**config.mk**
```make
export PLATFORM = sky130hd
export DESIGN_NAME = uart_mmio_bridge
export DESIGN_NICKNAME = d
export VERILOG_FILES = /design/src/rtl/uart_mmio_bridge_pkg.sv /design/src/rtl/uart_fifo.sv /design/src/rtl/uart_mmio_bridge.sv
export SDC_FILE = /design/constraint.sdc
export NUM_CORES = 1
export LEC_CHECK = 0
export BUFFER_PORTS_ARGS = -buffer_cell sky130_fd_sc_hd__buf_2
export CORE_ASPECT_RATIO = 1.25
export CORE_UTILIZATION = 60
export DETAILED_ROUTE_END_ITERATION = 10
export PLACE_DENSITY_LB_ADDON = 0.05
export SYNTH_ARGS = -nofsm -noshare
export SYNTH_HDL_FRONTEND = slang
export SYNTH_SLANG_ARGS = --single-unit
```
**constraint.sdc**
```tcl
create_clock -name clk -period 5.7 [get_ports clk]
set_clock_uncertainty 0.1 [all_clocks]
set_input_delay 0.855 -clock clk [delete_from_list [all_inputs] [get_ports clk]]
set_output_delay 0.855 -clock clk [all_outputs]
set_load 0.01 [all_outputs]
```
**src/rtl/uart_mmio_bridge_pkg.sv**
```systemverilog
// ---------------------------------------------------------------------------
// uart_mmio_bridge_pkg
// Shared definitions for the UART memory-mapped bridge: register addresses,
// the UART register-bus width and the transmit state encoding.
// ---------------------------------------------------------------------------
package uart_mmio_bridge_pkg;

    // Width of the byte path between the CPU registers and the UART.
    localparam int UART_REG_W = 8;

    // CPU-visible register map.
    localparam logic [15:0] DATA_ADDR   = 16'hBF00;
    localparam logic [15:0] STATUS_ADDR = 16'hBF01;

    typedef enum logic [1:0] {
        TX_IDLE,
        TX_START,
        TX_WAIT_BUSY,
        TX_WAIT_DONE
    } tx_state_e;

endpackage

```
**src/rtl/uart_fifo.sv**
```systemverilog
// ---------------------------------------------------------------------------
// uart_fifo
// Small synchronous FIFO used for both the TX and RX byte queues.
//   clk, rst       : clock, asynchronous active-high reset
//   push, din      : write strobe and data; ignored when full unless a pop
//                    happens in the same cycle
//   pop, dout      : read strobe (ignored when empty) and head-of-queue data
//   full, empty    : occupancy flags
// DEPTH must be a power of two so the pointers wrap naturally.
// ---------------------------------------------------------------------------
module uart_fifo #(
    parameter int DEPTH = 4,
    parameter int WIDTH = 8
) (
    input  logic             clk,
    input  logic             rst,
    input  logic             push,
    input  logic             pop,
    input  logic [WIDTH-1:0] din,
    output logic [WIDTH-1:0] dout,
    output logic             full,
    output logic             empty
);

    localparam int PTR_W = $clog2(DEPTH);
    localparam int CNT_W = PTR_W + 1;

    logic [WIDTH-1:0] mem_q [DEPTH];
    logic [PTR_W-1:0] wr_ptr_q, wr_ptr_d;
    logic [PTR_W-1:0] rd_ptr_q, rd_ptr_d;
    logic [CNT_W-1:0] count_q, count_d;
    logic             push_ok;
    logic             pop_ok;

    assign full  = (count_q == CNT_W'(DEPTH));
    assign empty = (count_q == '0);
    assign dout  = mem_q[rd_ptr_q];

    // NOTE: every signal written here gets a default first, so no path can
    // leave one unassigned and infer a latch.
    always_comb begin
        pop_ok   = pop && !empty;
        // A full FIFO can still accept a byte when the head leaves this cycle.
        push_ok  = push && (!full || pop_ok);
        wr_ptr_d = wr_ptr_q;
        rd_ptr_d = rd_ptr_q;
        count_d  = count_q;
        if (push_ok) begin
            wr_ptr_d = wr_ptr_q + 1'b1;
        end
        if (pop_ok) begin
            rd_ptr_d = rd_ptr_q + 1'b1;
        end
        unique case ({push_ok, pop_ok})
            2'b10:   count_d = count_q + 1'b1;
            2'b01:   count_d = count_q - 1'b1;
            default: count_d = count_q;
        endcase
    end

    // NOTE: sequential state uses non-blocking assignments so every flop
    // samples pre-edge values regardless of process ordering.
    always_ff @(posedge clk or posedge rst) begin
        if (rst) begin
            wr_ptr_q <= '0;
            rd_ptr_q <= '0;
            count_q  <= '0;
        end else begin
            wr_ptr_q <= wr_ptr_d;
            rd_ptr_q <= rd_ptr_d;
            count_q  <= count_d;
        end
    end

    // NOTE: the storage array is deliberately not reset; the pointers and
    // count define which entries are valid, and a reset-free array maps to
    // plain RAM/register cells.
    always_ff @(posedge clk) begin
        if (push_ok) begin
            mem_q[wr_ptr_q] <= din;
        end
    end

endmodule

```
**src/rtl/uart_mmio_bridge.sv**
```systemverilog
// ---------------------------------------------------------------------------
// uart_mmio_bridge
// Bridges a simple CPU memory bus to a byte-oriented UART transmitter and
// receiver through a TX FIFO and an RX FIFO.
//   clk, rst           : clock, asynchronous active-high reset
//   mem_ce/we/addr     : CPU access strobe, direction and byte address
//   mem_wdata          : write data (bits 7:0 used)
//   mem_rdata          : combinational read data
//   tx_start, tx_data  : start pulse (2 clk wide) and byte to the transmitter
//   tx_busy            : transmitter busy
//   rx_ready, rx_data  : receiver data-ready level and received byte
// Registers: DATA (write = queue TX byte, read = pop RX byte) and
// STATUS = {13'b0, overrun, rx_nonempty, tx_notfull}; reading STATUS clears
// overrun.
// ---------------------------------------------------------------------------
module uart_mmio_bridge
    import uart_mmio_bridge_pkg::*;
#(
    parameter int FIFO_DEPTH = 4
) (
    input  logic                  clk,
    input  logic                  rst,
    input  logic                  mem_ce,
    input  logic                  mem_we,
    input  logic [15:0]           mem_addr,
    input  logic [15:0]           mem_wdata,
    output logic [15:0]           mem_rdata,
    output logic                  tx_start,
    output logic [UART_REG_W-1:0] tx_data,
    input  logic                  tx_busy,
    input  logic                  rx_ready,
    input  logic [UART_REG_W-1:0] rx_data
);

    tx_state_e             state_q, state_d;
    logic                  start_cnt_q, start_cnt_d;
    logic [UART_REG_W-1:0] tx_data_q, tx_data_d;
    logic                  overrun_q, overrun_d;
    logic                  rx_ready_q, rx_ready_d;

    logic                  data_rd, data_wr, status_rd;
    logic                  tx_push, tx_pop, tx_full, tx_empty;
    logic                  rx_push, rx_pop, rx_full, rx_empty;
    logic [UART_REG_W-1:0] tx_head, rx_head;
    logic                  unused_wdata;

    assign unused_wdata = ^mem_wdata[15:UART_REG_W];

    // Bus decode, RX edge detect, overrun tracking and read mux.
    always_comb begin
        data_rd    = mem_ce && !mem_we && (mem_addr == DATA_ADDR);
        data_wr    = mem_ce &&  mem_we && (mem_addr == DATA_ADDR);
        status_rd  = mem_ce && !mem_we && (mem_addr == STATUS_ADDR);
        tx_push    = data_wr;
        rx_pop     = data_rd && !rx_empty;
        // One push per rising edge of rx_ready, however long it stays high.
        rx_push    = rx_ready && !rx_ready_q;
        rx_ready_d = rx_ready;
        // Set has priority over the read-to-clear.
        overrun_d  = (rx_push && rx_full && !rx_pop) ||
                     (overrun_q && !status_rd);
        mem_rdata  = 16'h0000;
        if (rx_pop) begin
            mem_rdata = {8'h00, rx_head};
        end else if (status_rd) begin
            mem_rdata = {13'b0, overrun_q, !rx_empty, !tx_full};
        end
    end

    // Transmit sequencer: load a byte, pulse tx_start for two clocks, then
    // follow tx_busy high and back low before taking the next byte.
    always_comb begin
        state_d     = state_q;
        start_cnt_d = 1'b0;
        tx_data_d   = tx_data_q;
        tx_pop      = 1'b0;
        tx_start    = 1'b0;
        unique case (state_q)
            TX_IDLE: begin
                if (!tx_empty && !tx_busy) begin
                    tx_pop    = 1'b1;
                    tx_data_d = tx_head;
                    state_d   = TX_START;
                end
            end
            TX_START: begin
                tx_start    = 1'b1;
                start_cnt_d = 1'b1;
                if (start_cnt_q) begin
                    start_cnt_d = 1'b0;
                    state_d     = TX_WAIT_BUSY;
                end
            end
            TX_WAIT_BUSY: begin
                if (tx_busy) begin
                    state_d = TX_WAIT_DONE;
                end
            end
            TX_WAIT_DONE: begin
                if (!tx_busy) begin
                    state_d = TX_IDLE;
                end
            end
            default: state_d = TX_IDLE;
        endcase
    end

    assign tx_data = tx_data_q;

    always_ff @(posedge clk or posedge rst) begin
        if (rst) begin
            state_q     <= TX_IDLE;
            start_cnt_q <= 1'b0;
            tx_data_q   <= '0;
            overrun_q   <= 1'b0;
            rx_ready_q  <= 1'b0;
        end else begin
            state_q     <= state_d;
            start_cnt_q <= start_cnt_d;
            tx_data_q   <= tx_data_d;
            overrun_q   <= overrun_d;
            rx_ready_q  <= rx_ready_d;
        end
    end

    uart_fifo #(
        .DEPTH (FIFO_DEPTH),
        .WIDTH (UART_REG_W)
    ) u_tx_fifo (
        .clk   (clk),
        .rst   (rst),
        .push  (tx_push),
        .pop   (tx_pop),
        .din   (mem_wdata[UART_REG_W-1:0]),
        .dout  (tx_head),
        .full  (tx_full),
        .empty (tx_empty)
    );

    uart_fifo #(
        .DEPTH (FIFO_DEPTH),
        .WIDTH (UART_REG_W)
    ) u_rx_fifo (
        .clk   (clk),
        .rst   (rst),
        .push  (rx_push),
        .pop   (rx_pop),
        .din   (rx_data),
        .dout  (rx_head),
        .full  (rx_full),
        .empty (rx_empty)
    );

endmodule
```
==> impl_metrics.env <==
export IMPL_run_status="finished, final reports clean"
export IMPL_worst_r2r_cell_count=10
export IMPL_cts_max_path_buffers=2
export IMPL_layout_cells_most_common="sky130_fd_sc_hd__edfxtp_1"
export IMPL_grt_setup_unrepaired="no"
export IMPL_min_path_cells=1
export IMPL_final_cell_count_no_fill=392
export IMPL_ys_ff_latch=91
export IMPL_largest_net_degree_at_the_start_of_global_routing=28
export IMPL_via_count_of_the_first_global_routing_pass=2125
export IMPL_placed_cells_incl_taps=376
export IMPL_worst_ep_arrival_time_ns=2.18
export IMPL_hp_class="flip-flop to flip-flop"
export IMPL_starting_density_of_the_core=0.635
export IMPL_ctsHoldBuffers=0
export IMPL_period_utilization=0.550
export IMPL_fin_crit_ns=3.13
export IMPL_grt_pass1_wl_um=9920
export IMPL_groute_usage_overall=0.199
export IMPL_cp_data_required_time_ns=4.74
export IMPL_synth_enable_flop_cells=64
export IMPL_total_number_of_vias=2121
export IMPL_timing_hold_worst_start="start_cnt_q"
export IMPL_viasPerCell=5.41
export IMPL_final_util=0.719
export IMPL_critPathSlowestCell="sky130_fd_sc_hd__nor3_2"
export IMPL_design_core_area_mm2=0.00629
export IMPL_layout_area_overhead_vs_synth_pct=13.3
export IMPL_timing_worst_slew_pin_value_ns=0.905
export IMPL_most_common_cell_on_crit_path="sky130_fd_sc_hd__buf_2"
export IMPL_timing_critical_path_cells="buf_2 -> nand2b_1 -> nor3_2 -> nand3_1 -> o21ai_0 -> buf_2"
export IMPL_yosysWarnings=0
export IMPL_reg2reg_capture_point="u_tx_fifo.count_q[2]"
export IMPL_mostFrequentLayoutCells="64 x sky130_fd_sc_hd__edfxtp_1, 54 x sky130_fd_sc_hd__buf_2, 27 x sky130_fd_sc_hd__dfrtp_1"
export IMPL_clk_latency_ns=0.34
export IMPL_die_width_um=74.9
export IMPL_worst_r2r_startpoint="state_q[0]"
export IMPL_antenna_found_initial=0
export IMPL_report_final_slew_viol_count=0
export IMPL_remaining_global_route_overflow=0
export IMPL_drt_initial_drc_count=76
export IMPL_synth_cell_area_mm2=0.00399
export IMPL_ant_nets=0
export IMPL_max_slew_margin_rel=0.394
export IMPL_leak_pwr_nw=1.83
export IMPL_max_cap_violations=0
export IMPL_netlist_instances=245
export IMPL_crit_path_max_incr_delay_ns=0.65
export IMPL_crit_path_max_fanout=11
export IMPL_worst_setup_hold_path_clk_slew_ns=0.09
export IMPL_layout_drive_gt1_share=0.332
export IMPL_timing_setup_critical_path_class="primary input to output port"
export IMPL_routabilityCongestion=0.675
export IMPL_num_rows=32
export IMPL_cts_setup_buffers=0
export IMPL_detail_route_wirelength_um=6180
export IMPL_setup_viol_count_final=0
export IMPL_synthFlopType="sky130_fd_sc_hd__edfxtp_1"
export IMPL_tritoncts="done"
export IMPL_yosysSeqAreaShare=0.651
export IMPL_setup_slack_of_the_worst_register_to_register_path_ns=2.82
export IMPL_sum_of_negative_setup_slack_ns=0
export IMPL_detail_route_wl_per_cell_um=15.8
export IMPL_post_cts_resized=0
export IMPL_power_mw=1.48
export IMPL_drc=0
export IMPL_number_of_hold_slack_violations_in_the_final_timing_report=0
export IMPL_die_area_mm2=0.00698
export IMPL_clock_sinks=91
export IMPL_ir_drop_mv=0.276
export IMPL_cts_root_buf="sky130_fd_sc_hd__clkbuf_8"
export IMPL_power_per_cell_area_mw_per_mm2=328
export IMPL_clock_tree_htree_level_count=3
export IMPL_detailed_place_hpwl_um=4290
export IMPL_critPathCaptureType="output port"
export IMPL_holdPathEnd="start_cnt_q"
export IMPL_synth_async_sr_flop_share=0.297
export IMPL_achievable_frequency_ghz=0.319
export IMPL_chip_height_um=93.2
export IMPL_dr_pass1_iters=4
export IMPL_synth_area_per_cell_um2=16.3
export IMPL_io_pins=71
export IMPL_n_antenna_cell=0
export IMPL_num_nets_final=364
export IMPL_numPortBuffers=54
export IMPL_startpoint_type="primary input"
export IMPL_cts_inserted_buffers=9
export IMPL_synth_lib_cells_used_distinct=42
==> metal layers <==
| layer | global-route usage | part of all wire |
|---|---|---|
| met2 | 0.333 | 0.50 |
| met1 | 0.251 | 0.44 |
| met5 | 0 | 0 |
| met3 | 0.0528 | 0.046 |
| met4 | 0.0613 | 0.012 |
==> where the power goes <==
part           switching [mW]  internal, mW  leakage, nW
Combinational           0.113        0.0965        0.795
Sequential             0.0344         0.769        0.928
Clock                   0.210         0.260        0.103
==> final cells by class <==
cell class	count	area, um^2
Clock buffer	12	145
Clock inverter	4	75.1
Fill cell	427	1770
Inverter	14	52.6
Multi-Input combinational cell	131	1270
Sequential cell	91	2600
Tap cell	85	106
Timing Repair Buffer	55	278
==> per-stage QoR <==
stage / worst slack (ns) / hold slack [ns] / area, um^2
final: 2.57 / 0.341 / 4520
after floorplan: 2.80 / 0.296 / 4020
after global placement: 2.49 / 0.314 / 4300
after global routing: 2.34 / 0.375 / 4520
after detailed placement: 2.47 / 0.336 / 4300
after CTS: 2.54 / 0.349 / 4520
==> Yosys cell counts (all sizes together), types with 2 or more instances <==
cell type,instances,area share
nand2,13,0.014
nor2,5,0.0047
nand2b,3,0.0047
dfrtp,27,0.17
ha,14,0.044
a21oi,2,0.0053
and3,7,0.011
inv,14,0.013
nand3,6,0.0088
o21ai,4,0.0050
nor3,6,0.0088
fa,2,0.010
and2,9,0.014
nor4b,2,0.0044
mux2,12,0.036
mux4,16,0.090
xnor2,6,0.013
nor4,2,0.0069
edfxtp,64,0.48
xor2,4,0.0088
buf,15,0.024
==> kinds of logic after synthesis <==
kind of cell,Yosys count,synth area share
other,1,0.000940
XOR/XNOR,10,0.0219
AND/OR/NAND/NOR,57,0.0853
AO/OA/AOI/OAI,11,0.0201
adder cells (fa/ha/maj),16,0.0539
buffers and inverters,30,0.0383
multiplexers,29,0.129
flip-flops,91,0.651
==> state kept, by name (all words and copies together), names as in the netlist <==
register            flops
u_tx_fifo.mem_q        32
rx_ready_q              1
tx_data                 8
u_tx_fifo.wr_ptr_q      2
u_rx_fifo.count_q       3
u_tx_fifo.count_q       3
state_q                 2
u_rx_fifo.wr_ptr_q      2
overrun_q               1
u_rx_fifo.mem_q        32
u_rx_fifo.rd_ptr_q      2
u_tx_fifo.rd_ptr_q      2
start_cnt_q             1
==> worst max-delay path: cells and delay by family <==
family / cells / cell delay (ns)
and+or+nand+nor: 3 / 0.95
AOI/OAI and AO/OA: 1 / 0.11
buffers and inverters: 2 / 0.25
==> worst max path at each step <==
stage | startpoint | to | slack [ns] | depth (start not counted)
finish | mem_addr[0] | mem_rdata[0] | 2.57 | 6
global route | mem_addr[11] | mem_rdata[1] | 2.34 | 6
detailed placement | tx_busy | u_tx_fifo.count_q[2] | 2.47 | 9
floorplan | mem_addr[14] | mem_rdata[0] | 2.80 | 5
global placement | tx_busy | u_tx_fifo.count_q[2] | 2.49 | 9
CTS | mem_addr[0] | mem_rdata[6] | 2.54 | 5
Power figures use the tool's default switching activity.
